==> config.mk <==
export PLATFORM = sky130hd
export DESIGN_NAME = bus_wait_ctl
export DESIGN_NICKNAME = d
export VERILOG_FILES = /design/src/rtl/bus_wait_ctl.sv
export SDC_FILE = /design/constraint.sdc
export NUM_CORES = 1
export LEC_CHECK = 0
export ABC_AREA = 1
export CAP_MARGIN = 40
export CORE_AREA = 2 2 64 66
export CTS_CLUSTER_SIZE = 16
export DETAILED_ROUTE_END_ITERATION = 7
export DIE_AREA = 0 0 66 68
export GPL_TIMING_DRIVEN = 0
export PLACE_DENSITY = 0.71
export SETUP_SLACK_MARGIN = 0.5
export SYNTH_ARGS = -nofsm -noshare
export SYNTH_HDL_FRONTEND = slang
export SYNTH_SLANG_ARGS = --single-unit
==> constraint.sdc <==
create_clock -name clk -period 2.05 [get_ports clk]
set_input_delay 0.205 -clock clk [delete_from_list [all_inputs] [get_ports clk]]
set_output_delay 0.205 -clock clk [all_outputs]
set_load 0.02 [all_outputs]
==> src/rtl/bus_wait_ctl.sv <==
// Bus cycle wait-state controller: decodes the mapped address, drives registered chip selects
// and holds the CPU (ready low) for fixed RAM/ROM wait states or until an IO device acknowledges.
module bus_wait_ctl #(
  parameter int RAM_WAIT   = 0,
  parameter int ROM_WAIT   = 1,
  parameter int IO_TIMEOUT = 16
) (
  input  logic        clk,
  input  logic        reset,
  input  logic [19:0] address_next,
  input  logic        map_next,
  input  logic        req,
  input  logic        we,
  input  logic        io_ack,
  input  logic        err_clr,
  output logic        ready,
  output logic [19:0] bus_addr,
  output logic        bus_we,
  output logic        bus_mapped,
  output logic        cs_ram,
  output logic        cs_rom,
  output logic        cs_io,
  output logic        bus_error
);

  localparam logic [2:0] RAM_W   = 3'(RAM_WAIT);
  localparam logic [2:0] ROM_W   = 3'(ROM_WAIT);
  localparam logic [4:0] TO_LAST = 5'(IO_TIMEOUT - 1);

  typedef enum logic [1:0] {
    S_IDLE    = 2'd0,
    S_WAIT    = 2'd1,
    S_IO_WAIT = 2'd2
  } state_t;

  state_t      state;
  state_t      state_next;
  logic [2:0]  wait_cnt;
  logic [4:0]  to_cnt;
  logic [2:0]  sel;
  logic        capture;
  logic        timeout;

  // Returns {io, rom, ram}; at most one bit set, none for unmapped space.
  function automatic logic [2:0] decode(input logic [19:0] a);
    logic [2:0] r;
    r = 3'b000;
    if (a[19:17] == 3'd0)
      r = 3'b001;
    else if (a[19:17] == 3'd1)
      r = 3'b010;
    else if (a[19:12] == 8'hFD)
      r = 3'b100;
    return r;
  endfunction

  assign sel     = decode(address_next);
  assign capture = (state == S_IDLE);
  assign timeout = (state == S_IO_WAIT) && !io_ack && (to_cnt == TO_LAST);

  always_ff @(posedge clk) begin
    if (reset)
      state <= S_IDLE;
    else
      state <= state_next;
  end

  always_comb begin
    state_next = state;
    unique case (state)
      S_IDLE: begin
        if (req) begin
          if (sel[2])
            state_next = S_IO_WAIT;
          else if (sel[1] && (ROM_W != 3'd0))
            state_next = S_WAIT;
          else if (sel[0] && (RAM_W != 3'd0))
            state_next = S_WAIT;
        end
      end
      S_WAIT: begin
        if (wait_cnt == 3'd1)
          state_next = S_IDLE;
      end
      S_IO_WAIT: begin
        // An ack in the final cycle still completes cleanly; only the error flag depends on it.
        if (io_ack || (to_cnt == TO_LAST))
          state_next = S_IDLE;
      end
      default: state_next = S_IDLE;
    endcase
  end

  always_comb begin
    ready = (state == S_IDLE);
  end

  always_ff @(posedge clk) begin
    if (reset) begin
      wait_cnt <= 3'd0;
      to_cnt   <= 3'd0;
    end else begin
      unique case (state)
        S_IDLE: begin
          wait_cnt <= (state_next == S_WAIT) ? (sel[1] ? ROM_W : RAM_W) : 3'd0;
          to_cnt   <= 5'd0;
        end
        S_WAIT: begin
          wait_cnt <= wait_cnt - 3'd1;
        end
        S_IO_WAIT: begin
          if (!io_ack && (to_cnt != TO_LAST))
            to_cnt <= to_cnt + 5'd1;
          else
            to_cnt <= 5'd0;
        end
        default: begin
          wait_cnt <= 3'd0;
          to_cnt   <= 5'd0;
        end
      endcase
    end
  end

  // Bus-side outputs only move at a capture edge, so they stay stable for the whole access.
  always_ff @(posedge clk) begin
    if (reset) begin
      bus_addr   <= 20'd0;
      bus_we     <= 1'b0;
      bus_mapped <= 1'b0;
      cs_ram     <= 1'b0;
      cs_rom     <= 1'b0;
      cs_io      <= 1'b0;
    end else if (capture) begin
      bus_addr   <= address_next;
      bus_we     <= we;
      bus_mapped <= map_next;
      cs_ram     <= req & sel[0];
      cs_rom     <= req & sel[1];
      cs_io      <= req & sel[2];
    end
  end

  always_ff @(posedge clk) begin
    if (reset)
      bus_error <= 1'b0;
    else if (timeout)
      bus_error <= 1'b1;
    else if (err_clr)
      bus_error <= 1'b0;
  end

endmodule
==> summary.md, run 1 <==
| Metric | Value |
|---|---|
| Run status | finished, final reports clean |
| DR iter-0 viols | 48 |
| Vias per cell | between 4 and 5 |
| Cell Rows | 23 |
| GRT Util Overall | between 10% and 20% |
| Remaining DRCs | 0 |
| Fin nets | 280 |
| Synth Area per Inst | 7.720 um2 |
| Initial antenna violation count | 0 |
| Yosys reg bits | 36 |
| Crit. End Element | output port |
| Worst path slowest cell | clkdlybuf4s50_1 |
| Cell variety after synth | 26 |
| Hpwl dp | 2400 um |
| Worst skew pair latency | 0.29 ns |
| Seq pwr share | between 40% and 50% |
| Register-to-register setup slack | around 0.65 ns |
| P_int | 0.001288 W |
| Max-cap viol count | 0 |
| CP Launch Type | register |
| Achievable clock frequency | between 600 and 700 MHz |
| Synth async-reset ratio | 0% |
| Layout cell share with drive strength beyond 1 | about a tenth |
| Gate power share | between 10 and 15% |
| Max clock buf depth | 2 |
| Crit path max fanout | 2 |
| LEAKAGE | between 0.8 and 0.9 nW |
| Layout Skew | roughly 0.0031 ns |
| Die width | around 66 um |
| Commonest non-fill, non-tap cell in the layout | clkdlybuf4s50_1 |
| Mean routed wirelength per cell | approximately 11 um |
| GRT Residual Overflow | 0 |
| Seq/Total Area, Yosys | about 50% |
| Top cell type's share of synthesized area | approximately 50% |
| Reg clk slew, reported paths | 0.07 ns |
| Via count | about 1.4k |
| DIE HEIGHT | slightly below 70 um |
| Cells after synthesis | 188 |
| Ys flop type | dfxtp_1 |
| Placer Congestion | just under 0.9 |
| Sw Pwr | between 0.0003 and 0.0004 W |
| Critical path buffers and inverters | 1 |
| TritonCTS clock tree | yes |
| Worst Hold Class | in2reg |
| Max-slew violation count | 0 |
| RSZ-0062 raised after global routing | no |
| Maximum vdd drop | between 500 and 600 uV |
| Largest net degree at the start of global routing | 12 |
| Multi-input gate area | around 640 um2 |
| First-pass GRT wire length | 5540 um |
| Clock network fraction of design power | about two fifths |
| Starting Density | 37.64% |
| Core area | approximately 0.0039 mm2 |
| Drt pass-1 iters | 4 |
| Ys Warns | 0 |
| Fillers | between 300 and 400 |
| Commonest cells after routing, fill and taps aside | 52 x clkdlybuf4s50_1, 51 x nor2_1, 35 x dfxtp_1, 22 x o21ai_0, 18 x nand2_1 |
| # diodes | 0 |
| Setup violators final | 0 |
| Top cells by area, synth | dfxtp_1 50%, nor2_1 13%, o21ai_0 7.6%, a21oi_1 4.8%, nand2_1 4.7% |
| Period utilization | between 70% and 80% |
| Layout area overhead | 51.21% |
| P per Cell Area | 762.1 mW/mm2 |
| Critical Path RT | 1.85 ns |
| Register area | 721.9 um2 |
| Crit path max-delay family | buffers and inverters |
| Slew @ Worst Pin | 0.4666 ns |
| Post-synth EDFFs | 0 |
| Root buf cell | clkbuf_8 |
| Final Util | between 50% and 60% |
| CTS buffer count | 5 |
| Inst Count DP | roughly 290 |
| Boundary pin count | 54 |
| Via count of the first global-routing pass | between 1k and 1.5k |
| Finished Layout Cells | 300 |
| Crit-path cells | clkdlybuf4s50_1 |
| # port buffers | between 50 and 60 |
| CTS Hold Buffers Added | 0 |
| Count of final hold-check violations | 0 |
| Total wire length | 3409 um |
| Area leader, netlist | dfxtp_1 |
| Relative slew margins | between 60% and 70% |
| CTS H-tree lvls | 2 |
| DRT antenna net count | 0 |
| Synthesized cell area | 0.001451 mm2 |
| Period minus WS final | 1.475 ns |
| WP data arrival | between 1 and 1.5 ns |
| Die Area | approximately 0.0045 mm2 |
| Switching share of power | a little under a quarter |
| CTS sink count | 36 |
| Max stage delay on crit path | 0.63 ns |
| Setup CP Type | reg2out |
| Net count after synthesis | roughly 220 |
| Setup TNS Final | 0 ns |
registers in the layout (all words and copies together) (netlist names), 2 cells and up:
| signal | flops |
|---|---|
| bus_addr | 20 |
| to_cnt | 5 |
| state | 2 |
| wait_cnt | 3 |
repair_timing:
action / in CTS / in global routing
setup buffers: 1 / 0
resized for setup: 2 / 5
pin swaps: 1 / 1
gates cloned: 0 / 0
setup endpoints to repair: 2 / 4
metal layers:
metal | GRT usage [%] | wire [um] | up-vias
met1 | 19.70 | 1546 | 605
met5 | 0 | 0 | -
met3 | 7.237 | 301 | 4
met2 | 25.38 | 1516 | 40
met4 | 6.122 | 44 | 0
li1 | - | - | 725
synth_stat cells (2+ instances only):
| master | number |
|---|---|
| inv_1 | 14 |
| nand2_1 | 18 |
| dfxtp_1 | 36 |
| o21ai_1 | 2 |
| inv_2 | 2 |
| ha_1 | 4 |
| o21ai_0 | 22 |
| nand4_1 | 3 |
| nor2_1 | 52 |
| nand3_1 | 5 |
| a21oi_1 | 14 |
| clkbuf_1 | 2 |
area by class of cell:
cell class | count | share of cell area (%)
well taps | 50 | 2.851
repair buffers | 54 | 24.52
inverters | 16 | 2.737
flip-flops and latches | 36 | 32.90
multi-input cells | 129 | 28.96
plain buffers | 7 | 2.281
clock inverters | 1 | 1.368
clock buffers | 7 | 4.390
worst paths after layout:
check,start,endpoint,depth (start not counted)
setup reg to reg,to_cnt[0]$_SDFFE_PP0N_,to_cnt[3]$_SDFFE_PP0N_,9
hold reg to reg,bus_error$_SDFFE_PP0P_,bus_error$_SDFFE_PP0P_,2
setup / recovery,cs_ram$_SDFFE_PP0P_,cs_ram,1
hold / removal,address_next[13],bus_addr[13]$_SDFFE_PP0P_,3
power groups by stage:
stage | clock, W | sequential, W | combinational [W]
after floorplan | 0 | 0.000802 | 0.0000695
after global placement | 0 | 0.000764 | 0.000238
after detailed placement | 0 | 0.000764 | 0.000239
after CTS | 0.000697 | 0.000749 | 0.000242
after global routing | 0.000727 | 0.000752 | 0.000263
final | 0.000682 | 0.000749 | 0.000241
per-stage QoR:
step,cell area (um2),hold slack [ns],setup WS (ns),total power (W)
after detailed placement,2044,0.4612,0.4049,0.001003
final,2195,0.4680,0.5752,0.001673
after floorplan,1451,0.2741,0.6707,0.0008713
after global routing,2195,0.4909,0.5206,0.001743
after CTS,2180,0.4633,0.4962,0.001688
after global placement,2044,0.4523,0.4024,0.001002
kinds of logic after synthesis:
kind of cell / after synthesis / share of synthesized area, %
buf+inv: 23 / 7.586
xor+xnor: 1 / 0.6036
fa+ha+maj: 4 / 3.448
flops: 36 / 49.66
compound gates: 41 / 14.66
simple gates: 83 / 24.05
worst min-delay path: stages:
cell	delay [ns]
clkdlybuf4s50_1	0.39
inv_1	0.07
a21oi_1	0.05
(Power assumes the default switching activity.)
==> inputs of run 2 (changes only) <==
==> constraint.sdc (replaced) <==
create_clock -name clk -period 1.36 [get_ports clk]
set_input_delay 0.136 -clock clk [delete_from_list [all_inputs] [get_ports clk]]
set_output_delay 0.136 -clock clk [all_outputs]
set_load 0.02 [all_outputs]
==> run 2 against run 1 <==
The run now ends with negative setup slack left. Cell area increased by 31%. Global-route usage is 3.9 points higher. Count of clock-buffer cells in the layout up 1. Cell count up 10%. Clock power is 22% higher. Via count grew 15%. Utilization grew 18 points. Register-to-register slack got worse by 0.69 ns. Flip-flop and latch count did not move.
==> summary.md, run 2 (same netlist as run 1, synthesis figures left out) <==
| Metric | Value |
|---|---|
| Run status | finished, violations left (was finished, final reports clean) |
| Failing checks | negative setup slack |
| Vias per cell | 4.782 (was 4.580) |
| DIE HEIGHT | 68 um (unchanged) |
| Max reg flops | 20 (unchanged) |
| Core area | 0.003856 mm2 (unchanged) |
| Remaining DRCs | 0 (unchanged) |
| Worst Hold Class | in2reg (unchanged) |
| LEAKAGE | 1.175 nW (was 0.8483 nW) |
| WP data arrival | 1.61 ns (was 1.27 ns) |
| Final Util | 74.79% (was 56.91%) |
| Via count | 1578 (was 1374) |
| Layout cell share with drive strength beyond 1 | 56.07% (was 9.600%) |
| Hold_ws | 0.4321 ns (was 0.4680 ns) |
| Initial antenna violation count | 0 (unchanged) |
| Finished Layout Cells | 330 (was 300) |
| # diodes | 0 (unchanged) |
| Hpwl dp | 2562 um (was 2400 um) |
| Placer Congestion | 0.8058 (was 0.8689) |
| RSZ-0062 raised after global routing | yes (was no) |
| Setup CP Type | reg2reg (was reg2out) |
| CTS H-tree lvls | 2 (unchanged) |
| Max-cap viol count | 0 (unchanged) |
| Maximum vdd drop | 591.4 uV (was 526.1 uV) |
| Max clock buf depth | 2 (unchanged) |
| Commonest non-fill, non-tap cell in the layout | buf_6 (was clkdlybuf4s50_1) |
| Hold path startpoint | address_next[13] (unchanged) |
| Period utilization | 102.8% |
| TritonCTS clock tree | yes (unchanged) |
| R2r startpoint | to_cnt[0]$_SDFFE_PP0N_ (unchanged) |
| Max stage delay on crit path | 0.34 ns (was 0.63 ns) |
| Reg with most FFs | bus_addr (unchanged) |
| Layout area overhead | 98.71% (was 51.21%) |
| Crit path max-delay family | flip-flops (was buffers and inverters) |
| DR iter-0 viols | 59 (was 48) |
| Reg-to-reg critical path endpoint | to_cnt[4]$_SDFFE_PP0N_ (was to_cnt[3]$_SDFFE_PP0N_) |
| Cell Rows | 23 (unchanged) |
| Crit-path cells | ha_4 > nand2_4 > nor2_4 > ha_4 > nor2_4 > buf_4 > nand3b_1 > a21oi_1 (was clkdlybuf4s50_1) |
| CTS sink count | 36 (unchanged) |
| Critical path buffers and inverters | 1 (unchanged) |
| Area post-placement | 0.002116 mm2 (was 0.002044 mm2) |
| CP Launch Type | register (unchanged) |
| Crit. End Element | register (was output port) |
| Starting Density | 37.64% (unchanged) |
| Final WS setup | -0.03868 ns (was 0.5752 ns) |
| DRT antenna net count | 0 (unchanged) |
| Setup violators final | 1 (was 0) |
| Die width | 66 um (unchanged) |
| Worst path slowest cell | dfxtp_2 (was clkdlybuf4s50_1) |
| Max-slew violation count | 0 (unchanged) |
| GRT Util Overall | 20.13% (was 16.21%) |
| Commonest cells after routing, fill and taps aside | 35 x buf_6, 28 x dfxtp_2, 26 x nor2_1, 26 x clkdlybuf4s50_1, 24 x nor2_4 (was 52 x clkdlybuf4s50_1, 51 x nor2_1, 35 x dfxtp_1, 22 x o21ai_0, 18 x nand2_1) |
| Worst skew pair latency | 0.28 ns (was 0.29 ns) |
| # port buffers | 53 (unchanged) |
| First-pass GRT wire length | 6858 um (was 5540 um) |
| R2R depth | 8 (was 9) |
| P per Cell Area | 866.5 mW/mm2 (was 762.1 mW/mm2) |
| CTS buffer count | 5 (unchanged) |
| Critical Path RT | 1.57 ns (was 1.85 ns) |
| Reg clk slew, reported paths | 0.07 ns (about the same) |
| Fin nets | 310 (was 280) |
| Boundary pin count | 54 (unchanged) |
| Total power | 0.002499 W (was 0.001673 W) |
| Final Cell Area | 0.002884 mm2 (was 0.002195 mm2) |
| Drt pass-1 iters | 4 (unchanged) |
| Largest registers | bus_addr x20, to_cnt x5, wait_cnt x3 (unchanged) |
| Hold Crit Depth | 3 (unchanged) |
| Mean routed wirelength per cell | 14.71 um (was 11.36 um) |
| Layout Skew | 0.004944 ns (was 0.003132 ns) |
| Count of final hold-check violations | 0 (unchanged) |
| Crit path max fanout | 3 (was 2) |
| Via count of the first global-routing pass | 1562 (was 1249) |
| Relative slew margins | 80.49% (was 68.89%) |
| Register-to-register setup slack | -0.04 ns (was 0.65 ns) |
| Slew @ Worst Pin | 0.2895 ns (was 0.4666 ns) |
| Die Area | 0.004488 mm2 (unchanged) |
| GRT Residual Overflow | 0 (unchanged) |
| Root buf cell | clkbuf_8 (unchanged) |
| Inst Count DP | 291 (unchanged) |
| Largest net degree at the start of global routing | 12 (unchanged) |
| Hold path endpoint | bus_addr[13]$_SDFFE_PP0P_ (unchanged) |
| CTS Hold Buffers Added | 0 (unchanged) |
| Achievable clock frequency | 715.0 MHz |
| Period minus WS final | around 1.4 ns |
| Total wire length | 4854 um (was 3409 um) |
-- run 2: worst register-to-register path: cells and delay by family (launching register included) --
kind | cells | cell delay [ns]
AOI/OAI and AO/OA | 1 | 0.16
adders and majority gates | 2 | 0.33
buffers and inverters | 1 | 0.14
DFF | 1 | 0.34
and+or+nand+nor | 4 | 0.35
-- run 2: area by class of cell --
cell class                      instances  area [um2]
Fill cell                             276       972.2
Multi-Input combinational cell        129       937.1
Timing Repair Buffer                   84       859.6
Sequential cell                        36       767.0
Clock buffer                            8       100.1
Buffer                                  7       82.58
Inverter                               16       75.07
Tap cell                               50       62.56
-- run 2: report_power, final --
| part | switching, W | internal (W) | total, W |
|---|---|---|---|
| clock | 0.000368 | 0.000462 | 0.000831 |
| sequential | 0.0000387 | 0.00111 | 0.00115 |
| combinational | 0.000239 | 0.000281 | 0.000520 |
-- run 2: worst max path at each step --
stage          slack, ns  cells past startpoint                     end              startpoint
2_1_floorplan       0.15                      9  to_cnt[3]$_SDFFE_PP0N_  to_cnt[0]$_SDFFE_PP0N_
3_3_place_gp       -0.13                      3                   ready     state[0]$_SDFF_PP0_
3_5_place_dp       -0.12                      3                   ready     state[0]$_SDFF_PP0_
4_1_cts             0.02                      9  to_cnt[3]$_SDFFE_PP0N_  to_cnt[1]$_SDFFE_PP0N_
5_1_grt            -0.11                      8  to_cnt[4]$_SDFFE_PP0N_  to_cnt[0]$_SDFFE_PP0N_
6_report           -0.04                      8  to_cnt[4]$_SDFFE_PP0N_  to_cnt[0]$_SDFFE_PP0N_
-- run 2: through the flow --
step / setup WS [ns] / TNS, ns
finish: -0.03868 / -0.03868
global route: -0.1068 / -0.3330
CTS: 0.01924 / 0
detailed placement: -0.1162 / -1.546
global placement: -0.1281 / -1.528
floorplan: 0.1521 / 0
-- run 2: metal layers --
layer | up-vias | part of all wire, % | GRT usage (%)
met5 | - | 0 | 0
met4 | 0 | 0.89 | 6.633
met3 | 6 | 5.7 | 6.414
met2 | 47 | 56 | 38.51
met1 | 735 | 38 | 20.82
li1 | 790 | - | -
-- run 2: repair_timing --
action / 4_1_cts / 5_1_grt
cloned: 2 / 1
gates resized for setup: 234 / 56
setup buffers: 17 / 11
setup endpoints to repair: 63 / 63
pin swaps: 20 / 17
==> inputs of run 3 (changes only) <==
==> constraint.sdc (replaced) <==
create_clock -name clk -period 1.59 [get_ports clk]
set_input_delay 0.159 -clock clk [delete_from_list [all_inputs] [get_ports clk]]
set_output_delay 0.159 -clock clk [all_outputs]
set_load 0.02 [all_outputs]
==> run 3 against run 2 <==
Critical path type unchanged. Largest power group unchanged. Count of clock-buffer cells in the layout did not move. Cell count fell by 3.6%. Critical path depth did not move. Clock skew fell by 0.0028 ns. The run now ends clean. Die area did not move. Fmax rose by 7.5%. Flip-flop and latch count did not move.
==> summary.md, run 3 (same netlist as run 1, synthesis figures left out) <==
| Metric | Value |
|---|---|
| Run status | finished, final reports clean (was finished, violations left) |
| Crit. End Element | register (unchanged) |
| DRT antenna net count | 0 (unchanged) |
| Area post-placement | 0.002064 mm2 (was 0.002116 mm2) |
| GRT Residual Overflow | 0 (unchanged) |
| Slew @ Worst Pin | 0.2476 ns (was 0.2895 ns) |
| Max clock buf depth | 2 (unchanged) |
| Crit path max fanout | 4 (was 3) |
| Mean routed wirelength per cell | 12.57 um (was 14.71 um) |
| Max reg flops | 20 (unchanged) |
| Crit-path cells | ha_4 > nand2_4 > nor2_4 > ha_4 > nor2_4 > buf_6 > nand3_2 > a21oi_2 (was ha_4 > nand2_4 > nor2_4 > ha_4 > nor2_4 > buf_4 > nand3b_1 > a21oi_1) |
| Hold path startpoint | address_next[13] (unchanged) |
| Via count of the first global-routing pass | 1402 (was 1562) |
| Reg clk slew, reported paths | 0.07 ns (about the same) |
| Hold path endpoint | bus_addr[13]$_SDFFE_PP0P_ (unchanged) |
| Critical path buffers and inverters | 1 (unchanged) |
| Reg-to-reg critical path endpoint | to_cnt[1]$_SDFFE_PP0N_ (was to_cnt[4]$_SDFFE_PP0N_) |
| Crit path max-delay family | flip-flops (unchanged) |
| Max-cap viol count | 0 (unchanged) |
| Setup violators final | 0 (was 1) |
| RSZ-0062 raised after global routing | yes (unchanged) |
| Commonest cells after routing, fill and taps aside | 48 x nor2_1, 31 x dfxtp_1, 26 x clkdlybuf4s50_1, 17 x o21ai_0, 17 x clkdlybuf4s15_2 (was 35 x buf_6, 28 x dfxtp_2, 26 x nor2_1, 26 x clkdlybuf4s50_1, 24 x nor2_4) |
| Vias per cell | 4.736 (was 4.782) |
| DIE HEIGHT | 68 um (unchanged) |
| Period utilization | 81.87% (was 102.8%) |
| Max stage delay on crit path | 0.34 ns (about the same) |
| Cell Rows | 23 (unchanged) |
| CTS sink count | 36 (unchanged) |
| Setup CP Type | reg2reg (unchanged) |
| CP Launch Type | register (unchanged) |
| Setup TNS Final | 0 ns (was -0.03868 ns) |
| Root buf cell | clkbuf_8 (unchanged) |
| Reg with most FFs | bus_addr (unchanged) |
| Period minus WS final | 1.302 ns (was 1.399 ns) |
| # port buffers | 53 (unchanged) |
| Layout area overhead | 66.64% (was 98.71%) |
| Worst path slowest cell | dfxtp_2 (unchanged) |
| Drt pass-1 iters | 4 (unchanged) |
| R2R depth | 8 (unchanged) |
| Via count | 1506 (was 1578) |
| Worst skew pair latency | 0.29 ns (was 0.28 ns) |
| Layout cell share with drive strength beyond 1 | 32.46% (was 56.07%) |
| Core area | 0.003856 mm2 (unchanged) |
| DR iter-0 viols | 51 (was 59) |
| GRT Util Overall | 17.82% (was 20.13%) |
| R2r startpoint | to_cnt[0]$_SDFFE_PP0N_ (unchanged) |
| Layout Skew | 0.002134 ns (was 0.004944 ns) |
| # diodes | 0 (unchanged) |
| Final Util | 62.72% (was 74.79%) |
| Placer Congestion | 0.8361 (was 0.8058) |
| Remaining DRCs | 0 (unchanged) |
| Critical Path RT | 1.82 ns (was 1.57 ns) |
| Count of final hold-check violations | 0 (unchanged) |
| Place WS | 0.0004005 ns (was -0.1162 ns) |
| Hold Crit Depth | 3 (unchanged) |
| Starting Density | 37.64% (unchanged) |
| Initial antenna violation count | 0 (unchanged) |
| P per Cell Area | 810.8 mW/mm2 (was 866.5 mW/mm2) |
| Total wire length | 3998 um (was 4854 um) |
| CTS buffer count | 5 (unchanged) |
| Final WS setup | 0.2883 ns (was -0.03868 ns) |
| Relative slew margins | 83.49% (was 80.49%) |
| Die width | 66 um (unchanged) |
| Commonest non-fill, non-tap cell in the layout | nor2_1 (was buf_6) |
| Die Area | 0.004488 mm2 (unchanged) |
| First-pass GRT wire length | 5996 um (was 6858 um) |
| Boundary pin count | 54 (unchanged) |
| Worst Hold Class | in2reg (unchanged) |
| Maximum vdd drop | 588.8 uV (was 591.4 uV) |
| Hpwl dp | 2479 um (was 2562 um) |
| Register-to-register setup slack | 0.29 ns (was -0.04 ns) |
| TritonCTS clock tree | yes (unchanged) |
| Largest net degree at the start of global routing | 11 (was 12) |
| LEAKAGE | 0.9838 nW (was 1.175 nW) |
| WP data arrival | 1.53 ns (was 1.61 ns) |
| Achievable clock frequency | 768.2 MHz (was 715.0 MHz) |
| Total power | 0.001961 W (was 0.002499 W) |
| Largest registers | bus_addr x20, to_cnt x5, wait_cnt x3 (unchanged) |
| CTS H-tree lvls | 2 (unchanged) |
| Final Cell Area | 0.002419 mm2 (was 0.002884 mm2) |
| Fin nets | 298 (was 310) |
| Max-slew violation count | 0 (unchanged) |
run 3: changes by cell type in the layout (fill, tap and decap cells not counted), moves of 4 or more:
cell and delta:
nor2_4 -20, clkdlybuf4s15_2 +17, nor2_1 +22, buf_6 -29, clkbuf_2 +6, dfxtp_2 -26, buf_4 -6, dfxtp_1 +26
buf_2 +4
run 3: final cells by class:
class                   count  area (um2)
repair buffers             72       665.6
clock buffers               8       90.09
fillers                   347        1438
inverters                  16       70.07
well taps                  50       62.56
flip-flops and latches     36       734.5
plain buffers               7       66.31
multi-input cells         129       729.5
run 3: metrics by stage:
step / hold slack [ns] / cells
final: 0.4215 / 318
after global routing: 0.4439 / 318
after CTS: 0.4210 / 306
after detailed placement: 0.4565 / 291
after global placement: 0.4521 / 291
after floorplan: 0.2207 / 188
run 3: timing repair:
item                                    4_1_cts  5_1_grt
buffers inserted                              7       12
pin swaps                                     7       13
gates resized for setup                      89       46
hold buffers                                  0        0
endpoints found under the setup margin       58       44
run 3: report_power, final:
group	internal [W]	switching [W]	total, W
clock network	0.000353	0.000325	0.000678
registers	0.000941	0.0000238	0.000965
logic	0.000160	0.000158	0.000318
run 3: routing by layer:
metal	up-vias	wire length (um)	part of all wire, %	track usage, %
met5	-	0	0	0
met3	11	352	8.8	6.908
met4	0	117	2.9	10.46
li1	764	-	-	-
met2	56	1926	48	29.80
met1	675	1602	40	19.31
run 3: how the worst max path moves through the flow:
stage	start	endpoint	slack (ns)	cells after the start
floorplan	to_cnt[0]$_SDFFE_PP0N_	to_cnt[3]$_SDFFE_PP0N_	0.37	9
global placement	state[1]$_SDFF_PP0_	ready	-0.006	3
detailed placement	state[1]$_SDFF_PP0_	ready	0.0004	3
CTS	to_cnt[0]$_SDFFE_PP0N_	to_cnt[3]$_SDFFE_PP0N_	0.29	9
global route	to_cnt[1]$_SDFFE_PP0N_	to_cnt[3]$_SDFFE_PP0N_	0.20	9
finish	to_cnt[0]$_SDFFE_PP0N_	to_cnt[1]$_SDFFE_PP0N_	0.29	8
run 3: worst min-delay path: cells and delay by family:
family,cells,cell delay [ns]
buffers and inverters,2,0.45
AO/OA/AOI/OAI,1,0.05
